==> src/rtl/sram_fifo_ctrl_pkg.sv <==
// Shared SRAM geometry and pointer type for the SRAM-backed FIFO controller.
package sram_fifo_ctrl_pkg;
   localparam int SRAM_ADDR_WIDTH = 4;
   localparam int SRAM_DATA_WIDTH = 32;
   localparam int SRAM_DEPTH      = 1 << SRAM_ADDR_WIDTH;
   localparam int RD_LAT          = 1;

   // Extra MSB is the wrap bit that tells full from empty when addresses match.
   typedef logic [SRAM_ADDR_WIDTH:0] ptr_t;
endpackage

==> src/rtl/sram_fifo_ctrl_wrap_ptr.sv <==
// Wrapping pointer register: increment enable, synchronous clear, async reset.
module fifo_wrap_ptr
   import sram_fifo_ctrl_pkg::*;
#(
   parameter int W = $bits(ptr_t)
) (
   input  logic         clk,
   input  logic         rst,
   input  logic         clr,
   input  logic         inc,
   output logic [W-1:0] ptr
);
   always_ff @(posedge clk or posedge rst) begin
      if (rst)      ptr <= '0;
      else if (clr) ptr <= '0;
      else if (inc) ptr <= ptr + W'(1);
   end
endmodule

==> src/rtl/sram_fifo_ctrl.sv <==
// Circular FIFO sequencer around a dual-port SRAM with one-cycle registered read.
module sram_fifo_ctrl
   import sram_fifo_ctrl_pkg::*;
#(
   parameter int ADDR_WIDTH = SRAM_ADDR_WIDTH,
   parameter int DATA_WIDTH = SRAM_DATA_WIDTH,
   parameter int DEPTH      = SRAM_DEPTH
) (
   input  logic                  clk,
   input  logic                  rst,
   input  logic                  flush,
   input  logic                  push,
   input  logic [DATA_WIDTH-1:0] push_data,
   input  logic                  pop,
   output logic                  full,
   output logic                  empty,
   output logic [ADDR_WIDTH:0]   count,
   output logic                  rd_valid,
   output logic [DATA_WIDTH-1:0] rd_data,
   output logic                  overflow,
   output logic                  underflow,
   output logic                  sram_chip_en,
   output logic                  sram_wen,
   output logic                  sram_ren,
   output logic [ADDR_WIDTH-1:0] sram_waddr,
   output logic [ADDR_WIDTH-1:0] sram_raddr,
   output logic [DATA_WIDTH-1:0] sram_din,
   input  logic [DATA_WIDTH-1:0] sram_dout
);
   if (DEPTH != (1 << ADDR_WIDTH)) begin : g_bad_depth
      $error("sram_fifo_ctrl: DEPTH must equal 2**ADDR_WIDTH");
   end

   logic [ADDR_WIDTH:0] wptr, rptr;
   logic                push_acc, pop_acc;
   logic [RD_LAT:0]     vld_pipe;
   logic [RD_LAT-1:0]   vld_q;

   // rst gates acceptance so no SRAM enable can fire while in reset.
   assign push_acc = push & ~full  & ~flush & ~rst;
   assign pop_acc  = pop  & ~empty & ~flush & ~rst;

   fifo_wrap_ptr #(.W(ADDR_WIDTH+1)) u_wptr (
      .clk (clk), .rst (rst), .clr (flush), .inc (push_acc), .ptr (wptr)
   );
   fifo_wrap_ptr #(.W(ADDR_WIDTH+1)) u_rptr (
      .clk (clk), .rst (rst), .clr (flush), .inc (pop_acc), .ptr (rptr)
   );

   assign sram_wen     = push_acc;
   assign sram_ren     = pop_acc;
   assign sram_chip_en = sram_wen | sram_ren;
   assign sram_waddr   = wptr[ADDR_WIDTH-1:0];
   assign sram_raddr   = rptr[ADDR_WIDTH-1:0];
   assign sram_din     = push_data;

   assign full  = (count == (ADDR_WIDTH+1)'(DEPTH));
   assign empty = (count == '0);

   always_ff @(posedge clk or posedge rst) begin
      if (rst) begin
         count     <= '0;
         overflow  <= 1'b0;
         underflow <= 1'b0;
      end else if (flush) begin
         count     <= '0;
         overflow  <= 1'b0;
         underflow <= 1'b0;
      end else begin
         case ({push_acc, pop_acc})
            2'b10:   count <= count + 1'b1;
            2'b01:   count <= count - 1'b1;
            default: count <= count;
         endcase
         if (push & full)  overflow  <= 1'b1;
         if (pop  & empty) underflow <= 1'b1;
      end
   end

   // Valid follows the SRAM's read latency; flush does not cancel an issued read.
   assign vld_pipe = {vld_q, pop_acc};

   always_ff @(posedge clk or posedge rst) begin
      if (rst) vld_q <= '0;
      else     vld_q <= vld_pipe[RD_LAT-1:0];
   end

   assign rd_valid = vld_pipe[RD_LAT];
   assign rd_data  = sram_dout;
endmodule

==> config.mk <==
export PLATFORM = sky130hd
export DESIGN_NAME = sram_fifo_ctrl
export DESIGN_NICKNAME = d
export VERILOG_FILES = /design/src/rtl/sram_fifo_ctrl_pkg.sv /design/src/rtl/sram_fifo_ctrl_wrap_ptr.sv /design/src/rtl/sram_fifo_ctrl.sv
export SDC_FILE = /design/constraint.sdc
export NUM_CORES = 1
export LEC_CHECK = 0
export ABC_AREA = 1
export CORE_UTILIZATION = 32
export CTS_BUF_LIST = sky130_fd_sc_hd__clkbuf_2
export DETAILED_ROUTE_END_ITERATION = 7
export PLACE_DENSITY_LB_ADDON = 0.25
export SYNTH_ARGS = -nofsm -noshare
export SYNTH_HDL_FRONTEND = slang
export SYNTH_SLANG_ARGS = --single-unit
==> constraint.sdc <==
create_clock -name clk -period 4.7 [get_ports clk]
set_clock_uncertainty 0.2 [all_clocks]
set_input_delay 0.705 -clock clk [delete_from_list [all_inputs] [get_ports clk]]
set_output_delay 0.705 -clock clk [all_outputs]
set_load 0.005 [all_outputs]
==> out/qor.yml, run 1 <==
status: "complete, no violations"
wl_per_cell_um: 11.45
cp_top_family: "buffers and inverters"
report.final.hold_viol_count: 0
core-area_um2: 4354
cts_tree: "built"
cts_buffers: 3
power_switching_uw: 87.22
finalMaxSlewViolations: 0
drive_above_1_share_pct: 13.19
post_cts_buffers: 0
postSynthAreaPerCell_um2: 8.182
grt_max_degree: 18
io_buffers: 25
synth_top_area_share_pct: 32.99
cts_buffer_depth: 2
insertion_delay_ps: 290
p_sw_share_pct: 30.85
wl_mm: 2.245
start_kind: "input port"
num_vias: 845
drc_errors: 0
synthCells: 178
path_common_cell: "clkdlybuf4s50_1"
timing.slew.headroom_pct: 82.88
drt_iter0_markers: 17
synth_area_leaders: "buf_4 33%, dfrtp_1 27%, nand2_1 7.0%"
crit_chain: "clkdlybuf4s50_1, inv_2, nand2_4, nor2_4, nand2_8, inv_4, clkdlybuf4s50_1"
first_global_vias: 919
fp-row-count: 24
cts_hold_buffers: 0
ys_ff_latch: 16
synth_top_area_cell: "buf_4"
numClockSinks: 16
clock.fmax_mhz: 304.1
cpPeakStageDelay_ps: 510
synth_nets: 253
cts_max_level: 1
layout.cells.non_filler: 196
maxCapViolCount: 0
die_height_um: 69.46
finalSetupViolations: 0
yosysMostFrequentCell: "buf_4"
p_total_uw: 282.7
period_share_pct: 69.96
pin_count: 154
vias_per_cell: 4.311
clk_pin_slew_ps: 150
required_ps: 3800
crit_path_end_kind: "output pin"
dieArea_um2: 4825
drt-pass1-iter-count: 3
powerDensity_nw_per_um2: 214.6
yosysWarnings: 0
grt_pass1_wl_mm: 4.112
seqPwrFrac_pct: 53.5
gr-total-overflow: 0
vdd_drop_max_mv: 0.1035
critPathKind: "input port to output pin"
finalSetupTns_ps: 0
clkPwrFrac_pct: 22.1
numPlacedInstances: 192
synth_seq_area_share_pct: 27.49
antenna_cells: 0
p_int_uw: 195.5
cts_root_buf: "clkbuf_2"
critPathMaxFanout: 10
fp.dieW_um: 69.46
ys_top_cells_by_count: "64 x buf_4, 27 x nand2_1, 16 x dfrtp_1"
grt_setup_unrepaired: "no"
leakagePower_uw: 0.0006510
antenna_found_initial: 0
grt_use_total_pct: 10.64
path_buf_inv: 4
start_util_pct: 33.45
fin_nets: 220
synth_flop_cell: "dfrtp_1"
place_congestion: 0.8173
worstHoldPathType: "register to register"
worstMarginPinSlew_ps: 256.1
power_frac_comb_pct: 24.4
synth_area_um2: 1456
fillers: 442
dp_hpwl_mm: 1.753
synth_edf_count: 0
slowest_stage: "clkdlybuf4s50_1"
ant_nets: 0
min_period_ps: 3288
syn_to_final_growth_pct: -9.536
cp.arrival_ps: 2380
async_flop_share_pct: 100.0
ys_types: 20
cts_resized: 0
==> cell families after synthesis <==
kind of cell	share of synthesized area, %
flip-flops	27.49
adder cells (fa/ha/maj)	5.670
buffers and inverters	37.71
XOR/XNOR	0.6015
AO/OA/AOI/OAI	4.124
AND/OR/NAND/NOR	24.40
==> routing by layer <==
metal,track usage (%),part of all wire [%]
met4,6.576,2.2
met2,15.97,42
met5,0,0
met3,4.651,9.7
met1,12.42,46
==> cell type report <==
type	count	area [µm²]	area share, %
timing repair buffer	26	257.7	19.56
multi-input combinational	81	506.7	38.46
tap	52	65.06	4.938
clock inverter	1	3.754	0.2849
clock buffer	3	15.01	1.140
sequential	16	400.4	30.39
inverter	17	68.82	5.223
==> registers in the layout (all words and copies together) (netlist names) <==
signal	cells
overflow	1
u_wptr.ptr	4
count	5
u_rptr.ptr	4
underflow	1
rd_valid	1
==> per-stage QoR <==
step                util [%]  cell area, µm²  hold slack, ps  setup slack, ps
floorplan                  -            1456           277.5             1862
global placement       29.83            1299           287.4             1422
detailed placement     29.83            1299           290.6             1391
CTS                    30.26            1318           313.6             1394
global route           30.26            1318           352.5             1319
finish                 30.26            1318           304.6             1412
==> cell usage in the layout, fill, tap and decap left out <==
cell	count
clkinv_1	1
clkdlybuf4s50_1	25
xor2_1	1
nand4_1	1
nand2_4	3
inv_4	2
clkbuf_2	3
nand3_1	14
a21oi_1	6
inv_1	14
o21ai_0	6
nor3_1	1
nand2_1	27
or2_2	2
ha_1	5
fa_1	1
nand2_8	3
buf_4	1
inv_2	1
nor2_4	3
dfrtp_1	16
nor2_1	7
nor2_2	1
==> power by group through the flow <==
stage	clock network (µW)	logic [µW]	registers, µW
floorplan	0	82.4	153
global placement	0	69.5	154
detailed placement	0	70.5	154
CTS	67.1	70.6	151
global route	74.1	76.3	153
finish	62.4	69.0	151
==> worst paths after layout <==
kind | startpoint | to | slack [ps] | cells past startpoint
setup / recovery | flush | sram_ren | 1410 | 7
hold / removal | u_wptr.ptr[2]$_DFFE_PP0P_ | u_wptr.ptr[2]$_DFFE_PP0P_ | 300 | 1
setup reg to reg | count[1]$_DFFE_PP0P_ | count[3]$_DFFE_PP0P_ | 2170 | 11
hold reg to reg | u_wptr.ptr[2]$_DFFE_PP0P_ | u_wptr.ptr[2]$_DFFE_PP0P_ | 300 | 1
max in group asynchronous | rst | count[2]$_DFFE_PP0P_ | 3590 | 3
min in group asynchronous | rst | u_rptr.ptr[3]$_DFFE_PP0P_ | 520 | 3
No activity file was read; power rests on OpenSTA's default activity.
==> run 2, diff against run 1 <==
CORE_UTILIZATION = 29   (was 32)
clock period = 3.3 ns   (was 4.7 ns; I/O delays follow)
==> out/qor.yml, run 2 (synthesis gave the netlist of run 1 again) <==
insertion_delay_ps: 290  # about the same
cts_buffer_depth: 2  # unchanged
fin_nets: 220  # unchanged
power_frac_comb_pct: 24.7  # was 24.4%
cts_tree: "built"  # unchanged
finalSetupViolations: 0  # unchanged
post-place-ws_ps: 244.6  # was 1391 ps
period_share_pct: 87.08
report.final.hold_viol_count: 0  # unchanged
reg.largest.list: "count x5, u_rptr.ptr x4, u_wptr.ptr x4"  # unchanged
regArea_um2: 400.4  # unchanged
regToRegEndpoint: "count[3]$_DFFE_PP0P_"  # unchanged
critPathMaxFanout: 10  # unchanged
grt_setup_unrepaired: "no"  # unchanged
hp-start: "u_rptr.ptr[2]$_DFFE_PP0P_"  # was u_wptr.ptr[2]$_DFFE_PP0P_
io_buffers: 25  # unchanged
pin_count: 154  # unchanged
finalMaxSlewViolations: 0  # unchanged
ant_nets: 0  # unchanged
antenna_cells: 0  # unchanged
wl_mm: 2.531  # was 2.245 mm
powerDensity_nw_per_um2: 304.5  # was 214.6 nW/µm²
reg2regPathDepth: 11  # unchanged
crit_start: "flush"  # unchanged
finalSetupTns_ps: 0  # unchanged
cts_hold_buffers: 0  # unchanged
wl_per_cell_um: 12.00  # was 11.45 µm
num_vias: 869  # was 845
maxCapViolCount: 0  # unchanged
gr-total-overflow: 0  # unchanged
seqPwrFrac_pct: 52.8  # was 53.5%
grt_pass1_wl_mm: 4.029  # was 4.112 mm
cts_resized: 0  # unchanged
antenna_found_initial: 0  # unchanged
dp_hpwl_mm: 1.916  # was 1.753 mm
min_path_cells: 1  # unchanged
fillers: 526  # was 442
cts_root_buf: "clkbuf_2"  # unchanged
core-area_um2: 4786  # was 4354 µm²
required_ps: 2600  # was 3800 ps
clock.fmax_mhz: 348.0
critPathKind: "input port to output pin"  # unchanged
grt_max_degree: 17  # was 18
clk_pin_slew_ps: 170  # was 150 ps
start_util_pct: 30.43  # was 33.45%
dieArea_um2: 5309  # was 4825 µm²
grt_use_total_pct: 10.05  # was 10.64%
clkPwrFrac_pct: 22.5  # was 22.1%
p_int_uw: 278.6  # was 195.5 µW
cts_max_level: 1  # unchanged
cp.arrival_ps: 2180  # was 2380 ps
crit_path_end_kind: "output pin"  # unchanged
fp-row-count: 25  # was 24
drive_above_1_share_pct: 13.19  # unchanged
worstHoldPathType: "register to register"  # unchanged
timing.slew.headroom_pct: 82.99  # was 82.88%
worstReg2RegStart: "count[1]$_DFFE_PP0P_"  # unchanged
cts_buffers: 3  # unchanged
worstMarginPinSlew_ps: 254.4  # was 256.1 ps
die_height_um: 72.87  # was 69.46 µm
min_period_ps: 2874
place_congestion: 0.8302  # was 0.8173
drt_iter0_markers: 16  # was 17
numClockSinks: 16  # unchanged
multiInputGateArea_um2: 506.7  # unchanged
first_global_vias: 819  # was 919
largest_register_ffs: 5  # unchanged
p_sw_share_pct: 31.53  # was 30.85%
layout_commonest_cell: "nand2_1"  # unchanged
status: "complete, no violations"  # unchanged
r2r_slack_ps: 760  # was 2170 ps
start_kind: "input port"  # unchanged
drt-pass1-iter-count: 4  # was 3
post_cts_buffers: 0  # unchanged
fp.dieW_um: 72.87  # was 69.46 µm
holdPathEnd: "u_rptr.ptr[2]$_DFFE_PP0P_"  # was u_wptr.ptr[2]$_DFFE_PP0P_
fin_ws_ps: 426.2  # was 1412 ps
vias_per_cell: 4.118  # was 4.311
syn_to_final_growth_pct: -8.248  # was -9.536%
drc_errors: 0  # unchanged
final_cell_mix: "27 x nand2_1, 25 x clkdlybuf4s50_1, 16 x dfrtp_1, 14 x nand3_1, 14 x inv_1"  # unchanged
vdd_drop_max_mv: 0.1290  # was 0.1035 mV
largest_register: "count"  # unchanged
power_switching_uw: 128.3  # was 87.22 µW
leakagePower_uw: 0.0006510  # unchanged
-- run 2: cell counts in the layout (fill, tap and decap cells not counted) --
Identical to the previous run, type by type.
-- run 2: final cells by class --
cell class / instances / share of cell area, %
clock buffer: 3 / 1.124
tap: 67 / 6.273
sequential: 16 / 29.96
multi-input combinational: 81 / 37.92
clock inverter: 1 / 0.2809
inverter: 17 / 5.150
timing repair buffer: 26 / 19.29
-- run 2: worst max-delay path by stage --
stage | slack, ps | end
2_1_floorplan | 670 | count[3]$_DFFE_PP0P_
3_3_place_gp | 260 | count[3]$_DFFE_PP0P_
3_5_place_dp | 240 | count[3]$_DFFE_PP0P_
4_1_cts | 410 | sram_ren
5_1_grt | 320 | sram_ren
6_report | 430 | sram_ren
-- run 2: critical path, cell delays in order --
cell and delay [ps]:
clkdlybuf4s50_1 510, inv_2 220, nand2_4 90, nor2_4 140, nand2_8 90, inv_4 110, clkdlybuf4s50_1 520
-- run 2: power groups by stage --
stage	Sequential (µW)	Clock (µW)	Combinational [µW]
6_report	215	91.4	101
2_1_floorplan	217	0	117
3_3_place_gp	219	0	102
3_5_place_dp	219	0	102
5_1_grt	217	110	111
4_1_cts	215	98.8	103
-- run 2: per-layer routing --
| metal | share of wire (%) | global-route usage [%] | vias up |
|---|---|---|---|
| met4 | 3.8 | 8.279 | 0 |
| met3 | 9.5 | 3.039 | 14 |
| met2 | 41 | 14.33 | 32 |
| met5 | 0 | 0 | - |
| li1 | - | - | 421 |
| met1 | 45 | 12.43 | 402 |
-- run 2: stage by stage --
stage / util (%) / hold slack (ps) / area [µm²] / total power (µW) / std cells
6_report: 27.92 / 312.1 / 1336 / 406.9 / 211
5_1_grt: 27.92 / 347.6 / 1336 / 437.3 / 211
4_1_cts: 27.92 / 320.7 / 1336 / 416.7 / 211
3_5_place_dp: 27.53 / 297.1 / 1318 / 320.7 / 207
3_3_place_gp: 27.53 / 287.1 / 1318 / 320.5 / 207
2_1_floorplan: - / 240.5 / 1456 / 334.7 / 178
